<file path="src/rtl/div.sv">
// Multi-cycle radix-2 restoring divider for DIV/DIVU.
// Returns {remainder, quotient}; one quotient bit per cycle.
module div #(
  parameter int WIDTH = 32
) (
  input  logic               clk,
  input  logic               rst,
  input  logic               signed_div_i,
  input  logic [WIDTH-1:0]   opdata1_i,
  input  logic [WIDTH-1:0]   opdata2_i,
  input  logic               start_i,
  input  logic               annul_i,
  output logic [2*WIDTH-1:0] result_o,
  output logic               ready_o
);

  localparam int CW = $clog2(WIDTH);
  localparam logic [CW-1:0] LAST_CNT = CW'(WIDTH - 1);

  typedef enum logic [1:0] {FREE, BY_ZERO, ON, END} state_t;

  state_t           state_q, state_d;
  logic [CW-1:0]    cnt_q;
  logic [2*WIDTH:0] w_q;
  logic [WIDTH-1:0] divisor_q;
  logic             quo_neg_q, rem_neg_q;

  logic             accept, abort;
  logic             op1_neg, op2_neg;
  logic [WIDTH-1:0] dividend_mag, divisor_mag;
  logic [2*WIDTH:0] w_shift, w_step;
  logic [WIDTH:0]   diff;
  logic [WIDTH-1:0] quo_fix, rem_fix;

  // Operand magnitudes and sign bookkeeping for the signed case
  always_comb begin
    accept       = start_i & ~annul_i;
    abort        = annul_i | ~start_i;
    op1_neg      = signed_div_i & opdata1_i[WIDTH-1];
    op2_neg      = signed_div_i & opdata2_i[WIDTH-1];
    dividend_mag = op1_neg ? (~opdata1_i + 1'b1) : opdata1_i;
    divisor_mag  = op2_neg ? (~opdata2_i + 1'b1) : opdata2_i;
  end

  // One restoring step: keep the subtraction only when it does not go negative
  always_comb begin
    w_shift = w_q << 1;
    diff    = w_shift[2*WIDTH:WIDTH] - {1'b0, divisor_q};
    if (diff[WIDTH])
      w_step = {w_shift[2*WIDTH:1], 1'b0};
    else
      w_step = {diff, w_shift[WIDTH-1:1], 1'b1};
    quo_fix = quo_neg_q ? (~w_q[WIDTH-1:0] + 1'b1) : w_q[WIDTH-1:0];
    rem_fix = rem_neg_q ? (~w_q[2*WIDTH-1:WIDTH] + 1'b1) : w_q[2*WIDTH-1:WIDTH];
  end

  always_comb begin
    state_d = state_q;
    case (state_q)
      FREE: begin
        if (accept)
          state_d = (opdata2_i == '0) ? BY_ZERO : ON;
      end
      BY_ZERO: state_d = annul_i ? FREE : END;
      ON: begin
        if (abort)
          state_d = FREE;
        else if (cnt_q == LAST_CNT)
          state_d = END;
      end
      END: begin
        if (abort)
          state_d = FREE;
      end
      default: state_d = FREE;
    endcase
  end

  always_ff @(posedge clk or negedge rst) begin
    if (!rst)
      state_q <= FREE;
    else
      state_q <= state_d;
  end

  // Datapath and registered outputs; anything but a live END holds outputs at zero
  always_ff @(posedge clk or negedge rst) begin
    if (!rst) begin
      cnt_q     <= '0;
      w_q       <= '0;
      divisor_q <= '0;
      quo_neg_q <= 1'b0;
      rem_neg_q <= 1'b0;
      result_o  <= '0;
      ready_o   <= 1'b0;
    end else begin
      case (state_q)
        FREE: begin
          result_o <= '0;
          ready_o  <= 1'b0;
          if (accept) begin
            cnt_q     <= '0;
            w_q       <= {{(WIDTH+1){1'b0}}, dividend_mag};
            divisor_q <= divisor_mag;
            quo_neg_q <= op1_neg ^ op2_neg;
            rem_neg_q <= op1_neg;
          end
        end
        BY_ZERO: begin
          w_q       <= '0;
          quo_neg_q <= 1'b0;
          rem_neg_q <= 1'b0;
          result_o  <= '0;
          ready_o   <= 1'b0;
        end
        ON: begin
          result_o <= '0;
          ready_o  <= 1'b0;
          if (!abort) begin
            w_q   <= w_step;
            cnt_q <= cnt_q + CW'(1);
          end
        end
        END: begin
          if (abort) begin
            result_o <= '0;
            ready_o  <= 1'b0;
          end else begin
            result_o <= {rem_fix, quo_fix};
            ready_o  <= 1'b1;
          end
        end
        default: begin
          result_o <= '0;
          ready_o  <= 1'b0;
        end
      endcase
    end
  end

endmodule
</file>
<file path="config.mk">
export PLATFORM = sky130hd
export DESIGN_NAME = div
export DESIGN_NICKNAME = d
export VERILOG_FILES = /design/src/rtl/div.sv
export SDC_FILE = /design/constraint.sdc
export NUM_CORES = 1
export LEC_CHECK = 0
export CORE_MARGIN = 10
export CORE_UTILIZATION = 29
export DETAILED_ROUTE_END_ITERATION = 8
export GPL_ROUTABILITY_DRIVEN = 0
export GPL_TIMING_DRIVEN = 0
export MAX_ROUTING_LAYER = met4
export PLACE_DENSITY = 0.56
export SYNTH_ARGS = -nofsm -noshare
export SYNTH_HDL_FRONTEND = slang
export SYNTH_SLANG_ARGS = --single-unit
</file>
<file path="constraint.sdc">
create_clock -name clk -period 8.15 [get_ports clk]
set_clock_uncertainty 0.05 [all_clocks]
set_input_delay 2.0375 -clock clk [delete_from_list [all_inputs] [get_ports clk]]
set_output_delay 2.0375 -clock clk [all_outputs]
set_load 0.02 [all_outputs]
</file>
## Yosys cells after proc, flatten, opt, wreduce, memory -nomap -nowiden

Cells that the tools add are included.

- Equal/unequal tests: 8
- Reduce and logical (&&, ||, !) cells: 11
- Mux-type cells: 26
- Add/sub/neg operators: 6
- Bitwise gates (word level): 11

Operators with widths:

| operator | number |
|---|---|
| $mux 64 | 4 |
| $pmux 64 s3 | 1 |
| $add 32x1->32 const B | 4 |
| $mux 32 | 4 |
| $not 32->32 | 4 |
| $pmux 64 s2 | 1 |
| $sub 33x32->33 | 1 |
| $logic_not 32->1 | 1 |
| $mux 2 | 6 |
| $mux 5 | 2 |
| $pmux 5 s2 | 1 |
| $reduce_and 3->1 | 3 |
| $pmux 2 s4 | 1 |
| $ne 2x2->1 const B | 3 |
| $pmux 1 s2 | 3 |
| $add 5x1->5 const B | 1 |
| $eq 5x5->1 const B | 1 |
| $eq 2x2->1 const B | 2 |
| $reduce_and 2->1 | 2 |
| $reduce_bool 2->1 | 2 |
| $and 1x1->1 | 3 |
| $mux 1 | 3 |
| $ne 3x3->1 const B | 1 |
| $reduce_bool 3->1 | 1 |
| other kinds (6) | 7 |

- Logic and storage cells: 70
- Output and inout port bits: 65
- Flip-flop bits (word level): 170
- Input bits: 69

## Longest topological paths before layout

- Word-level depth: 5
- Gate-level depth with buffers: 13
- Mapped depth without buffers: 12

## Worst setup path after synthesis

OpenSTA, ideal clock, no wires.

- Path type: input-to-reg
- From: input port opdata2_i[3]
- To: register divisor_q[27]
- Cell stages on the path: 8
- Arrival: 4.200 ns
- Slack: 3.766 ns
- Required time: 7.966 ns
- Path buffers: 0
- Library setup time: 0.134 ns
- Path through: or4_4 > or4b_4 > or4_4 > nor3_4 > and3_2 > a31oi_1 > xnor2_1 > o21ai_0

- Cells in the longest elaborated chain, start to end: 3

RTL lines:

| what | RTL line | RTL |
|---|---|---|
| start, declared | 10 | `input logic [WIDTH-1:0] opdata2_i,` |
| $not 32->32 | 42 | `divisor_mag = op2_neg ? (~opdata2_i + 1'b1) : opdata2_i;` |
| $add 32x1->32 | 42 |  |
| $mux 32 | 42 |  |
| end signal, assigned | 104 | `divisor_q <= divisor_mag;` |
| end, declared | 25 | `logic [WIDTH-1:0] divisor_q;` |

No other way between the ends.
A chain may end at the register's enable or synchronous reset.

## Final worst setup path

- From: input port opdata1_i[12]
- To: register w_q[29]

- Cells in the longest elaborated chain, start to end: 5

RTL lines:

| what | RTL line | RTL |
|---|---|---|
| start, declared | 9 | `input logic [WIDTH-1:0] opdata1_i,` |
| $not 32->32 | 41 | `dividend_mag = op1_neg ? (~opdata1_i + 1'b1) : opdata1_i;` |
| $add 32x1->32 | 41 |  |
| $mux 32 | 41 |  |
| $mux 64 | 101 | `if (accept) begin` |
| $pmux 64 s3 | 97 | `case (state_q)` |
| end signal, assigned | 103 | `w_q <= {{(WIDTH+1){1'b0}}, dividend_mag};` |
| end signal, assigned | 120 | `w_q <= w_step;` |
| end, declared | 24 | `logic [2*WIDTH:0] w_q;` |

No other way between the ends. The select of a mux whose other input is x is not followed.

==> impl_metrics.py <==
metrics = {
    "logic_synthesis": {
        "yosys_warnings": 0,
        "postSynthAreaPerCell_um2": 8.752,
        "synth_edf_count": 0,
        "synth.cell_area_mm2": 0.01088,
        "ys_seq_area_share_pct": 39.10,
        "ys_top_cells_by_count": "170 x dfrtp_1, 135 x nand2_1, 127 x o21ai_0",
        "synth_nets": 1356,
        "synthFlopType": "dfrtp_1",
        "synth.top_cells.by_area": "dfrtp_1 39%, xor2_1 7.0%, o21ai_0 5.8%, ha_1 4.9%, xnor2_1 4.7%",
        "netlist_instances": 1243,
        "netlist-cell-type-count": 76,
        "synthArstFlopShare_pct": 100.0,
        "yosysMostFrequentCell": "dfrtp_1",
        "synth_top_area_share_pct": 39.10,
        "synth_seq_cells": 170,
        "yosys.area.top_type": "dfrtp_1",
    },
    "global_routing": {
        "grt_pass1_wl_um": 51760,
        "grt_max_degree": 115,
        "overflow": 0,
        "grt_use_total_pct": 14.70,
        "antenna_found_initial": 0,
        "grt_pass1_vias": 9334,
    },
    "timing": {
        "rsz0062_at_grt": "no",
        "clock.fmax_mhz": 206.8,
        "period_share_pct": 59.34,
        "setup_viol": 0,
        "finalWorstSetupSlack_ns": 3.314,
        "max-slew-margin-rel_pct": 39.82,
        "finalHoldViolations": 0,
        "whs_ns": 0.4318,
        "worst_pin_slew_ns": 0.8945,
        "drv_slew": 0,
        "fin_crit_ns": 4.836,
    },
    "cells_and_area": {
        "layout-drive-gt1-share_pct": 4.897,
        "fin_area_mm2": 0.01342,
        "area_delta_synth_final_pct": 23.35,
        "nets": 1509,
        "nFillCells": 3824,
    },
    "clocking": {
        "hold_buffers": 0,
        "cts_resized": 0,
        "cts_tree": "yes",
        "clk_path_buf_depth": 2,
        "cts_setup_buffers": 0,
        "cts_buffers": 17,
        "cts.clk_slew.worst_paths_ns": 0.07,
        "h-tree-depth": 4,
        "ctsRootBufferMaster": "clkbuf_16",
        "cts.sinks": 170,
        "clk_latency_ns": 0.44,
    },
    "floorplanning": {
        "start_util_pct": 29.57,
        "die_area_mm2": 0.04566,
        "ios": 134,
        "fp-row-count": 70,
        "core_mm2": 0.03679,
        "die_h_um": 213.7,
        "fp.dieW_um": 213.7,
    },
    "power": {
        "combinationalPowerShare_pct": 47.0,
        "p_switching_mw": 1.716,
        "power_density_mw_per_mm2": 295.5,
        "sw_frac_of_total_pct": 43.27,
        "leakagePower_nw": 5.809,
        "pwr-share-seq_pct": 32.1,
        "p_clk_share_pct": 20.9,
        "internal_power_mw": 2.250,
        "max-vdd-ir-drop_v": 0.0001334,
    },
    "drt": {
        "vias": 9430,
        "drt_pass1_iterations": 5,
        "detail-route-antenna-nets": 0,
        "viasPerCell": 5.021,
        "wire_per_inst_um": 17.21,
        "drc": 0,
        "wirelength_um": 32310,
        "drt_iter0_drc": 509,
    },
    "place": {
        "dpl.hpwl_um": 25940,
        "place_ws_ns": 2.904,
        "port_buffers": 133,
        "placed_area_mm2": 0.01283,
    },
    "critical_path": {
        "worstRegToRegCells": 13,
        "cpPeakStageDelay_ns": 0.59,
        "end_kind": "flip-flop",
        "critPathMaxFanout": 4,
        "regToRegSetupSlack_ns": 4.36,
        "worstSetupStartpointType": "input port",
        "r2r_start": "w_q[31]$_DFFE_PN0P_",
        "crit_slowest_cell": "or4_1",
        "cp_cell_sequence": "clkdlybuf4s50_1 > or4_1 > nor4_1 > nand3_1 > nor4_1 > nand3_1 > o21ai_0 > o21ai_0 > xnor2_1 > a21oi_1",
        "crit_required_ns": 8.41,
        "crit_arrival_ns": 5.10,
        "setup.worst_path.class": "in2reg",
        "reg2reg_to": "w_q[33]$_DFFE_PN0P_",
    },
    "status": {
        "status": "finished, final reports clean",
    },
    "worst_hold_path": {
        "holdPathStages": 2,
        "hold_path_end": "divisor_q[8]$_DFFE_PN0P_",
        "min_path_type": "reg2reg",
        "hp-start": "divisor_q[8]$_DFFE_PN0P_",
    },
    "run": {
        "drv_cap": 0,
    },
}
[through the flow]
| stage | power (mW) | utilization [%] | setup TNS [ns] | cells |
|---|---|---|---|---|
| after global routing | 4.298 | 36.47 | 0 | 1877 |
| after global placement | 3.114 | 34.79 | -369.40 | 1844 |
| after floorplan | 2.589 | - | 0 | 1243 |
| final | 3.966 | 36.48 | 0 | 1878 |
| after CTS | 3.984 | 36.47 | 0 | 1877 |
| after detailed placement | 3.144 | 34.87 | 0 | 1845 |
[cell usage in the layout (no fill, tap or decap), types with 20 or more instances in the layout]
cell,count
nor2_1,126
xnor2_1,58
o21ai_0,127
xor2_1,87
a22oi_1,20
a21oi_1,72
nor3_1,22
nand3_1,23
clkdlybuf4s50_1,132
mux2i_1,24
ha_1,43
dfrtp_1,170
clkbuf_1,54
o31ai_1,25
nand2_1,135
inv_1,55
[routing by layer]
metal,routed length (um),vias up,part of all wire [%],global-route usage [%]
met3,1624,27,5.0,2.541
met4,380,0,1.2,3.764
met5,0,-,0,-
met1,15620,4511,48,19.77
li1,-,4697,-,-
met2,14690,195,45,22.48
[cell type report]
cell class / count / area [um^2] / area share [%]
Antenna cell: 1 / 2.502 / 0.01865
Buffer: 63 / 285.3 / 2.126
Clock buffer: 17 / 425.4 / 3.170
Clock inverter: 15 / 162.7 / 1.212
Inverter: 55 / 206.4 / 1.538
Multi-Input combinational cell: 955 / 6133 / 45.71
Sequential cell: 170 / 4254 / 31.70
Tap cell: 468 / 585.6 / 4.364
Timing Repair Buffer: 134 / 1364 / 10.16
[logic make-up after synthesis]
kind of cell / count (synthesis) / synth area share, %
muxes: 27 / 2.519
DFF: 170 / 39.10
and+or+nand+nor: 395 / 17.06
xor gates and xnor gates: 145 / 11.67
adders and majority gates: 44 / 5.129
buffers and inverters: 118 / 4.520
AOI/OAI and AO/OA: 344 / 20.00
[power by group through the flow]
stage	logic, mW	registers (mW)	clock network (mW)
after global placement	1.84	1.27	0
after detailed placement	1.86	1.28	0
after floorplan	1.38	1.21	0
final	1.86	1.27	0.830
after global routing	2.11	1.30	0.887
after CTS	1.87	1.27	0.849
[worst max path at each step]
stage,from,end,depth (start not counted)
3_5_place_dp,opdata1_i[12],w_q[29]$_DFFE_PN0P_,10
2_1_floorplan,opdata2_i[3],divisor_q[27]$_DFFE_PN0P_,8
3_3_place_gp,rst,result_o[3]$_DFF_PN0_,1
6_report,opdata1_i[12],w_q[29]$_DFFE_PN0P_,10
4_1_cts,opdata1_i[12],w_q[29]$_DFFE_PN0P_,10
5_1_grt,opdata1_i[12],w_q[29]$_DFFE_PN0P_,10
[worst max-delay path, delay by kind of cell]
kind | cells | cell delay (ns)
AOI/OAI and AO/OA | 3 | 0.58
buffers and inverters | 1 | 0.46
and+or+nand+nor | 5 | 1.82
xor gates and xnor gates | 1 | 0.21
[sequential cells by signal, summed over array words and instances (netlist names)]
name,flops
quo_neg_q,1
w_q,64
ready_o,1
rem_neg_q,1
divisor_q,32
cnt_q,5
state_q,2
result_o,64
No activity file was read; power rests on OpenSTA's default activity.
